<file path="src/rtl/mips_bus_pkg.sv">
// Shared types and constants for the two-master MIPS memory-bus arbiter.
package mips_bus_pkg;

    typedef enum logic [2:0] {
        ST_IDLE,
        ST_GNT_I,
        ST_GNT_D,
        ST_ERR_I,
        ST_ERR_D
    } arb_state_e;

    localparam logic [31:0] MEM_BASE_DEF = 32'hBFC00000;
    localparam logic [31:0] MEM_SIZE_DEF = 32'h00008000;
    localparam logic [3:0]  BE_WORD      = 4'hF;

    // A master that wins arbitration goes to its grant or error state
    // depending on whether its address falls inside the RAM window.
    function automatic arb_state_e grant_of(input logic is_d, input logic in_range);
        if (is_d) return in_range ? ST_GNT_D : ST_ERR_D;
        return in_range ? ST_GNT_I : ST_ERR_I;
    endfunction

endpackage

</file>
<file path="src/rtl/mips_bus_range_chk.sv">
// Combinational RAM-window check; the subtraction wraps, so addresses
// below BASE fall out of range with a single unsigned compare.
module mips_bus_range_chk #(
    parameter logic [31:0] BASE = 32'hBFC00000,
    parameter logic [31:0] SIZE = 32'h00008000
) (
    input  logic [31:0] addr_i,
    output logic        in_range_o
);

    logic [31:0] offset;

    assign offset     = addr_i - BASE;
    assign in_range_o = (addr_i != 32'h0) && (offset < SIZE);

endmodule

</file>
<file path="src/rtl/mips_bus_arbiter.sv">
// Two-master (fetch / load-store) arbiter for the single MIPS memory bus.
// All bus and master-side outputs are decoded from the registered state.
module mips_bus_arbiter
    import mips_bus_pkg::*;
#(
    parameter logic [31:0] MEM_BASE   = MEM_BASE_DEF,
    parameter logic [31:0] MEM_SIZE   = MEM_SIZE_DEF,
    parameter bit          D_PRIORITY = 1'b1
) (
    input  logic        clk,
    input  logic        reset,

    input  logic        i_read,
    input  logic [31:0] i_address,
    output logic [31:0] i_readdata,
    output logic        i_waitrequest,

    input  logic        d_read,
    input  logic        d_write,
    input  logic [31:0] d_address,
    input  logic [31:0] d_writedata,
    input  logic [3:0]  d_byteenable,
    output logic [31:0] d_readdata,
    output logic        d_waitrequest,

    output logic        addr_err,

    output logic [31:0] address,
    output logic        read,
    output logic        write,
    output logic [31:0] writedata,
    output logic [3:0]  byteenable,
    input  logic [31:0] readdata,
    input  logic        waitrequest
);

    arb_state_e state_q, state_d;
    logic       i_req, d_req;
    logic       i_ok, d_ok;

    assign i_req = i_read;
    assign d_req = d_read | d_write;

    mips_bus_range_chk #(.BASE(MEM_BASE), .SIZE(MEM_SIZE)) u_chk_i (
        .addr_i     (i_address),
        .in_range_o (i_ok)
    );

    mips_bus_range_chk #(.BASE(MEM_BASE), .SIZE(MEM_SIZE)) u_chk_d (
        .addr_i     (d_address),
        .in_range_o (d_ok)
    );

    always_ff @(posedge clk) begin
        if (!reset) state_q <= ST_IDLE;
        else        state_q <= state_d;
    end

    always_comb begin
        state_d       = state_q;
        address       = 32'h0;
        read          = 1'b0;
        write         = 1'b0;
        writedata     = 32'h0;
        byteenable    = 4'h0;
        i_waitrequest = 1'b1;
        d_waitrequest = 1'b1;
        i_readdata    = 32'h0;
        d_readdata    = 32'h0;
        addr_err      = 1'b0;

        unique case (state_q)
            ST_IDLE: begin
                if (d_req && (D_PRIORITY || !i_req)) state_d = grant_of(1'b1, d_ok);
                else if (i_req)                      state_d = grant_of(1'b0, i_ok);
            end
            // On completion the served master still holds its request, so only
            // the other master is considered for the hand-over.
            ST_GNT_I: begin
                read          = 1'b1;
                address       = i_address;
                byteenable    = BE_WORD;
                i_waitrequest = waitrequest;
                i_readdata    = readdata;
                if (!waitrequest) state_d = d_req ? grant_of(1'b1, d_ok) : ST_IDLE;
            end
            ST_GNT_D: begin
                read          = d_read & ~d_write;
                write         = d_write;
                address       = d_address;
                writedata     = d_writedata;
                byteenable    = d_byteenable;
                d_waitrequest = waitrequest;
                d_readdata    = readdata;
                if (!waitrequest) state_d = i_req ? grant_of(1'b0, i_ok) : ST_IDLE;
            end
            ST_ERR_I: begin
                i_waitrequest = 1'b0;
                addr_err      = 1'b1;
                state_d       = ST_IDLE;
            end
            ST_ERR_D: begin
                d_waitrequest = 1'b0;
                addr_err      = 1'b1;
                state_d       = ST_IDLE;
            end
            default: state_d = ST_IDLE;
        endcase
    end

endmodule
</file>
<file path="config.mk">
export PLATFORM = sky130hd
export DESIGN_NAME = mips_bus_arbiter
export DESIGN_NICKNAME = d
export VERILOG_FILES = /design/src/rtl/mips_bus_pkg.sv /design/src/rtl/mips_bus_range_chk.sv /design/src/rtl/mips_bus_arbiter.sv
export SDC_FILE = /design/constraint.sdc
export NUM_CORES = 1
export LEC_CHECK = 0
export CORE_AREA = 2 2 107 109
export CTS_CLUSTER_SIZE = 30
export DETAILED_ROUTE_END_ITERATION = 6
export DIE_AREA = 0 0 109 111
export SLEW_MARGIN = 5
export SYNTH_ARGS = -nofsm -noshare
export SYNTH_HDL_FRONTEND = slang
export SYNTH_SLANG_ARGS = --single-unit
export TNS_END_PERCENT = 50
</file>
<file path="constraint.sdc">
create_clock -name clk -period 1.8 [get_ports clk]
set_input_delay 0.36 -clock clk [delete_from_list [all_inputs] [get_ports clk]]
set_output_delay 0.36 -clock clk [all_outputs]
set_load 0.01 [all_outputs]
</file>
==> results of run 1 <==
[layout by cell type, fill, tap and decap left out, types with 4 or more instances in the layout]
master	synthesis	routed
buf_4	0	28
nand2_1	4	4
a22o_1	32	32
dlymetal6s2s_1	0	4
clkdlybuf4s15_1	0	4
and2_4	0	16
buf_12	0	8
and2_1	65	49
buf_16	0	6
a21o_1	4	4
clkbuf_2	0	10
buf_2	8	89
clkdlybuf4s50_1	0	134
buf_6	0	32
and3_1	32	31
[per-stage QoR]
step | TNS [ps] | util | hold WS, ps | cell area (sq um) | std cells
finish | -6850 | 0.408 | 669 | 4520 | 644
global route | -15720 | 0.408 | 721 | 4520 | 644
CTS | -18630 | 0.428 | 726 | 4740 | 644
detailed placement | -29960 | 0.403 | 710 | 4460 | 623
global placement | -29290 | 0.403 | 713 | 4460 | 623
floorplan | 0 | - | 491 | 1350 | 200
[power by group]
part	total, mW	switching, mW	internal, mW	leakage (nW)
Clock	0.357	0.0647	0.293	0.0382
Sequential	0.0921	0.0108	0.0812	0.0254
Combinational	2.22	0.916	1.31	2.27
[layout make-up]
class / count / area (sq um) / share of cell area
clock buffers: 4 / 78.8 / 0.0175
inverters: 2 / 7.51 / 0.00166
flip-flops and latches: 3 / 62.6 / 0.0139
well taps: 143 / 179 / 0.0396
repair buffers: 319 / 2890 / 0.640
multi-input cells: 173 / 1300 / 0.287
[timing repair]
item,in CTS,in global routing
endpoints found under the setup margin,140,140
pin swaps,22,12
gates cloned,8,0
gates resized for setup,424,187
hold endpoints to repair,0,0
buffers inserted,9,2
hold buffers,0,0
[critical path: stages, from the launching register on]
cell	delay, ps
dfxtp_2	320
or2b_1	270
nor2_4	120
buf_12	140
buf_12	140
a22o_1	140
clkdlybuf4s15_1	220
[cell families (layout without fill, tap and decap cells)]
family	after synthesis	in the layout	share of synthesized area
and+or+nand+nor	126	126	0.582
AOI/OAI and AO/OA	45	45	0.285
buffers and inverters	24	325	0.0742
muxes	2	2	0.0148
DFF	3	3	0.0445
[worst max-delay path by stage]
stage,start,end,slack [ps],cells after the start
2_1_floorplan,state_q[1]$_SDFFE_PN0P_,d_readdata[10],120,5
3_3_place_gp,d_write,write,-400,4
3_5_place_dp,d_write,write,-400,4
4_1_cts,state_q[1]$_SDFFE_PN0P_,address[12],-270,7
5_1_grt,state_q[1]$_SDFFE_PN0P_,d_readdata[9],-240,6
6_report,state_q[1]$_SDFFE_PN0P_,address[13],-150,6
[routing by layer]
metal  up-vias  part of all wire  track usage
met1      1272              0.35        0.166
met4         0             0.018       0.0444
met2       162              0.53        0.304
li1       1337                 -            -
met3        17              0.11       0.0459
met5         -                 0            0
==> results.ini, run 1 <==
[placement]
portBuffers = 274
routabilityCongestion = 0.818
place_ws_ps = -395
hpwl_um = 7830

[power]
p_per_area_nw_per_um2 = 591
p_leak_nw = 2.33
power.total_mw = 2.67
ir_worst_vdd_mv = 0.274

[clock_network]
worstSkewPairLatency_ps = 230
clk_pin_slew_ps = 30
root_buffer = clkbuf_16
clock_sinks = 3
cts_tree = yes
cts_buffer_depth = 2
htree_levels = 1
cts_made_buffers = 3

[final_layout]
top_register = state_q
drive_gt1_frac = 0.417
n_antenna_cell = 0
nets = 640
largestRegisters = state_q x3
fillers = 1186
largest_reg_flops = 3
area_growth_pct = 235

[logic_synthesis]
synth_edf_count = 0
synth_nets = 338
ys_top_cells_by_area = and2_1 (30%), a22o_1 (21%), and3_1 (15%)
yosysSeqAreaShare = 0.0445
synth_top_area_share = 0.301
synth_ff_type = dfxtp_1
ys_types = 31
syn_inst = 200
synth_most_common_cell = and2_1
synthArstFlopShare = 0
ys_ff_latch = 3
syn-cell-area_sq_um = 1350
synthTopCellsByCount = and2_1 (65), a22o_1 (32), and3_1 (32)
synth_largest_area_cell = and2_1
synth.avg_cell_area_sq_um = 6.74
ys.warnings.count = 0

[hold_path]
holdPathEnd = state_q[1]$_SDFFE_PN0P_
min_path_type = primary input to flop
holdCritStartpoint = d_read
hold_depth = 4

[timing]
tightest_slew_ps = 335
finalCriticalPeriod_ps = 1950
fmax_mhz = 512
fin_ws_ps = -152
rsz0062_at_grt = yes
finalHoldViolCount = 0
relSlewSlack = 0.774
fin_crit_sh = 1.08
skew_ps = 1.25
drv_slew = 0
setup_violations = 102

[detailed_routing]
drt_iter0_markers = 79
drtPass1Iterations = 5
avgViaCountPerCell = 4.33
wl_per_cell_um = 16.3
drc = 0
vias = 2788
drt_wl_total_um = 10500
ant_nets = 0

[critical_path]
path_class = flop to primary output
r2r_setup_slack_ps = 50
end_kind = primary output
r2r_start = state_q[1]$_SDFFE_PN0P_
startpoint_type = flop
worstPathRequired_ps = 1440
critPathArrivalTime_ps = 1590
reg2reg_depth = 6
worstPathMaxFanout = 18
reg2reg_to = state_q[0]$_SDFFE_PN0P_

[job]
drv_cap = 0

[global_route]
antenna_found_initial = 1
first_global_vias = 2888
grt_overflow = 0
grt_max_degree = 24
track_usage = 0.160
grt_first_pass_wirelength_um = 15100

[floorplanning]
dieArea_sq_um = 12100
num_rows = 39
io_pins = 275
die_w_um = 109
start_util = 0.122
die_h_um = 111
fp.coreArea_sq_um = 11100

[run_status]
outcome = complete, but fails checks
violations = setup timing

No activity file was read; power rests on OpenSTA's default activity.
==> run 2: changes to the inputs <==
--- a/config.mk
+++ b/config.mk
@@ -9,6 +9,7 @@
 export CTS_CLUSTER_SIZE = 30
 export DETAILED_ROUTE_END_ITERATION = 6
 export DIE_AREA = 0 0 109 111
+export SETUP_SLACK_MARGIN = 0.1
 export SLEW_MARGIN = 5
 export SYNTH_ARGS = -nofsm -noshare
 export SYNTH_HDL_FRONTEND = slang
==> run 2 against run 1 <==
The run still ends with setup timing left. Sequential power is essentially flat. Non-clock buffer count rose by 11. Setup slack worse by 63 ps. Sequential cell count is the same. Utilization is 2.2 points higher. Critical path type unchanged. Highest routed layer unchanged.
==> results.ini, run 2 (synthesized netlist as in run 1, its figures left out) <==
[run_status]
outcome = complete, but fails checks
violations = setup timing

[global_route]
grt_first_pass_wirelength_um = 15100
grt_overflow = 0
antenna_found_initial = 1
track_usage = 0.160
grt_max_degree = 24
first_global_vias = 2888

[floorplanning]
fp.coreArea_sq_um = 11100
io_pins = 275
start_util = 0.122
die_h_um = 111
dieArea_sq_um = 12100
num_rows = 39
die_w_um = 109

[critical_path]
worstPathMaxFanout = 5
crit_family = buffers and inverters
r2r_setup_slack_ps = 110
path_cells = or2b_1 -> nor2_4 -> buf_12 -> buf_12 -> buf_6 -> buf_16 -> and2_4 -> buf_6
critical-path-slowest-cell = dfxtp_2
critPathBufInv = 5
startpoint_type = flop
path_class = flop to primary output
critPathArrivalTime_ps = 1650
end_kind = primary output
r2r_start = state_q[1]$_SDFFE_PN0P_
reg2reg_to = state_q[1]$_SDFFE_PN0P_
max_stage_delay_ps = 320
reg2reg_depth = 7
worstPathRequired_ps = 1440

[clock_network]
clk_pin_slew_ps = 30
postCtsHoldBufs = 0
cts_made_buffers = 3
worstSkewPairLatency_ps = 230
clock_sinks = 3
htree_levels = 1
cts_buffer_depth = 2
cts_tree = yes
root_buffer = clkbuf_16

[detailed_routing]
drt_iter0_markers = 86
vias = 2845
avgViaCountPerCell = 4.34
wl_per_cell_um = 16.7
drc = 0
drtPass1Iterations = 4
drt_wl_total_um = 10900
ant_nets = 0

[placement]
dp_cells = 623
routabilityCongestion = 0.818
hpwl_um = 7830
portBuffers = 274

[power]
p_per_area_nw_per_um2 = 603
ir_worst_vdd_mv = 0.274
seq_power_share = 0.032
p_leak_nw = 2.45
combinationalPowerShare = 0.843
power.total_mw = 2.87
intPower_mw = 1.83
swShare = 0.363
pwr-share-clk = 0.125
p_switching_mw = 1.04

[timing]
finalCriticalPeriod_ps = 2010
finalHoldViolCount = 0
fin_ws_ps = -215
fmax_mhz = 496
hold_slack_ps = 665
skew_ps = 1.51
rsz0062_at_grt = yes
tightest_slew_ps = 313
setup_violations = 104
drv_slew = 0
relSlewSlack = 0.790
fin_crit_sh = 1.12

[hold_path]
holdPathEnd = state_q[0]$_SDFFE_PN0P_
min_path_type = primary input to flop
holdCritStartpoint = i_read
hold_depth = 5

[final_layout]
largest_reg_flops = 3
largestRegisters = state_q x3
layout_commonest_cell = clkdlybuf4s50_1
top_register = state_q
area_growth_pct = 253
n_antenna_cell = 0
fin_util = 0.429
final_cell_mix = clkdlybuf4s50_1 (133), buf_2 (90), and2_1 (45), buf_6 (42), a22o_1 (32)
nets = 651
drive_gt1_frac = 0.445
final_cells = 655

[job]
drv_cap = 0

-- run 2: changes by cell type in the layout (fill, tap and decap cells not counted) --
cell             delta
and2_1              -4
and2_4              +4
and3_1              -1
and3_4              +1
buf_12              -1
buf_16              +2
buf_2               +1
buf_6              +10
buf_8               +1
clkbuf_16           +4
clkbuf_2            -3
clkdlybuf4s15_1     -3
clkdlybuf4s50_1     -1
dlymetal6s2s_1      +1
-- run 2: stage by stage --
step / cell area [sq um] / setup slack, ps / TNS, ps
after floorplan: 1350 / 123 / 0
after global placement: 4460 / -400 / -29290
after detailed placement: 4460 / -395 / -29960
after CTS: 4730 / -269 / -18680
after global routing: 4760 / -289 / -18770
final: 4760 / -215 / -9910
-- run 2: worst max-delay path by stage --
stage                                  startpoint              to  slack, ps  depth (start not counted)
after floorplan           state_q[1]$_SDFFE_PN0P_  d_readdata[10]        120                          5
after global placement                    d_write           write       -400                          4
after detailed placement                  d_write           write       -400                          4
after CTS                 state_q[1]$_SDFFE_PN0P_     address[12]       -270                          7
after global routing      state_q[1]$_SDFFE_PN0P_  d_readdata[14]       -290                          8
final                     state_q[1]$_SDFFE_PN0P_  d_readdata[14]       -210                          8
-- run 2: worst min-delay path: stages --
cell and delay [ps]:
dlymetal6s2s_1 110, or4_4 140, a221oi_4 60, mux2i_1 110, nor2_1 70
-- run 2: power by group through the flow --
| stage | registers (mW) | clock network, mW | logic (mW) |
|---|---|---|---|
| global route | 0.0933 | 0.368 | 2.58 |
| CTS | 0.0913 | 0.361 | 2.26 |
| floorplan | 0.0953 | 0 | 0.717 |
| finish | 0.0919 | 0.360 | 2.42 |
| global placement | 0.0885 | 0 | 1.98 |
| detailed placement | 0.0885 | 0 | 1.98 |
-- run 2: area by class of cell --
class,count,area (sq um)
clock buffer,4,78.8
fill,1158,6320
inverter,2,7.51
multi-input combinational,173,1310
sequential,3,62.6
tap,143,179
timing repair buffer,330,3120
-- run 2: what timing repair did --
item                       CTS  global route
pin swaps                   22            17
cloned                       8             5
gates resized for setup    424           211
setup buffers                9             6
setup endpoints to repair  140           140
-- run 2: layer usage --
layer | up-vias | track usage | share of wire
met5 | - | 0 | 0
met4 | 0 | 0.0444 | 0.018
met3 | 17 | 0.0459 | 0.10
met2 | 167 | 0.304 | 0.53
met1 | 1303 | 0.166 | 0.35
li1 | 1358 | - | -
==> run 3: changes to the inputs <==
--- a/config.mk
+++ b/config.mk
@@ -5,6 +5,7 @@
 export SDC_FILE = /design/constraint.sdc
 export NUM_CORES = 1
 export LEC_CHECK = 0
+export CAP_MARGIN = 10
 export CORE_AREA = 2 2 107 109
 export CTS_CLUSTER_SIZE = 30
 export DETAILED_ROUTE_END_ITERATION = 6
==> results of run 3 <==
No change in the layout: final DEF, timing and power equal those of run 2.
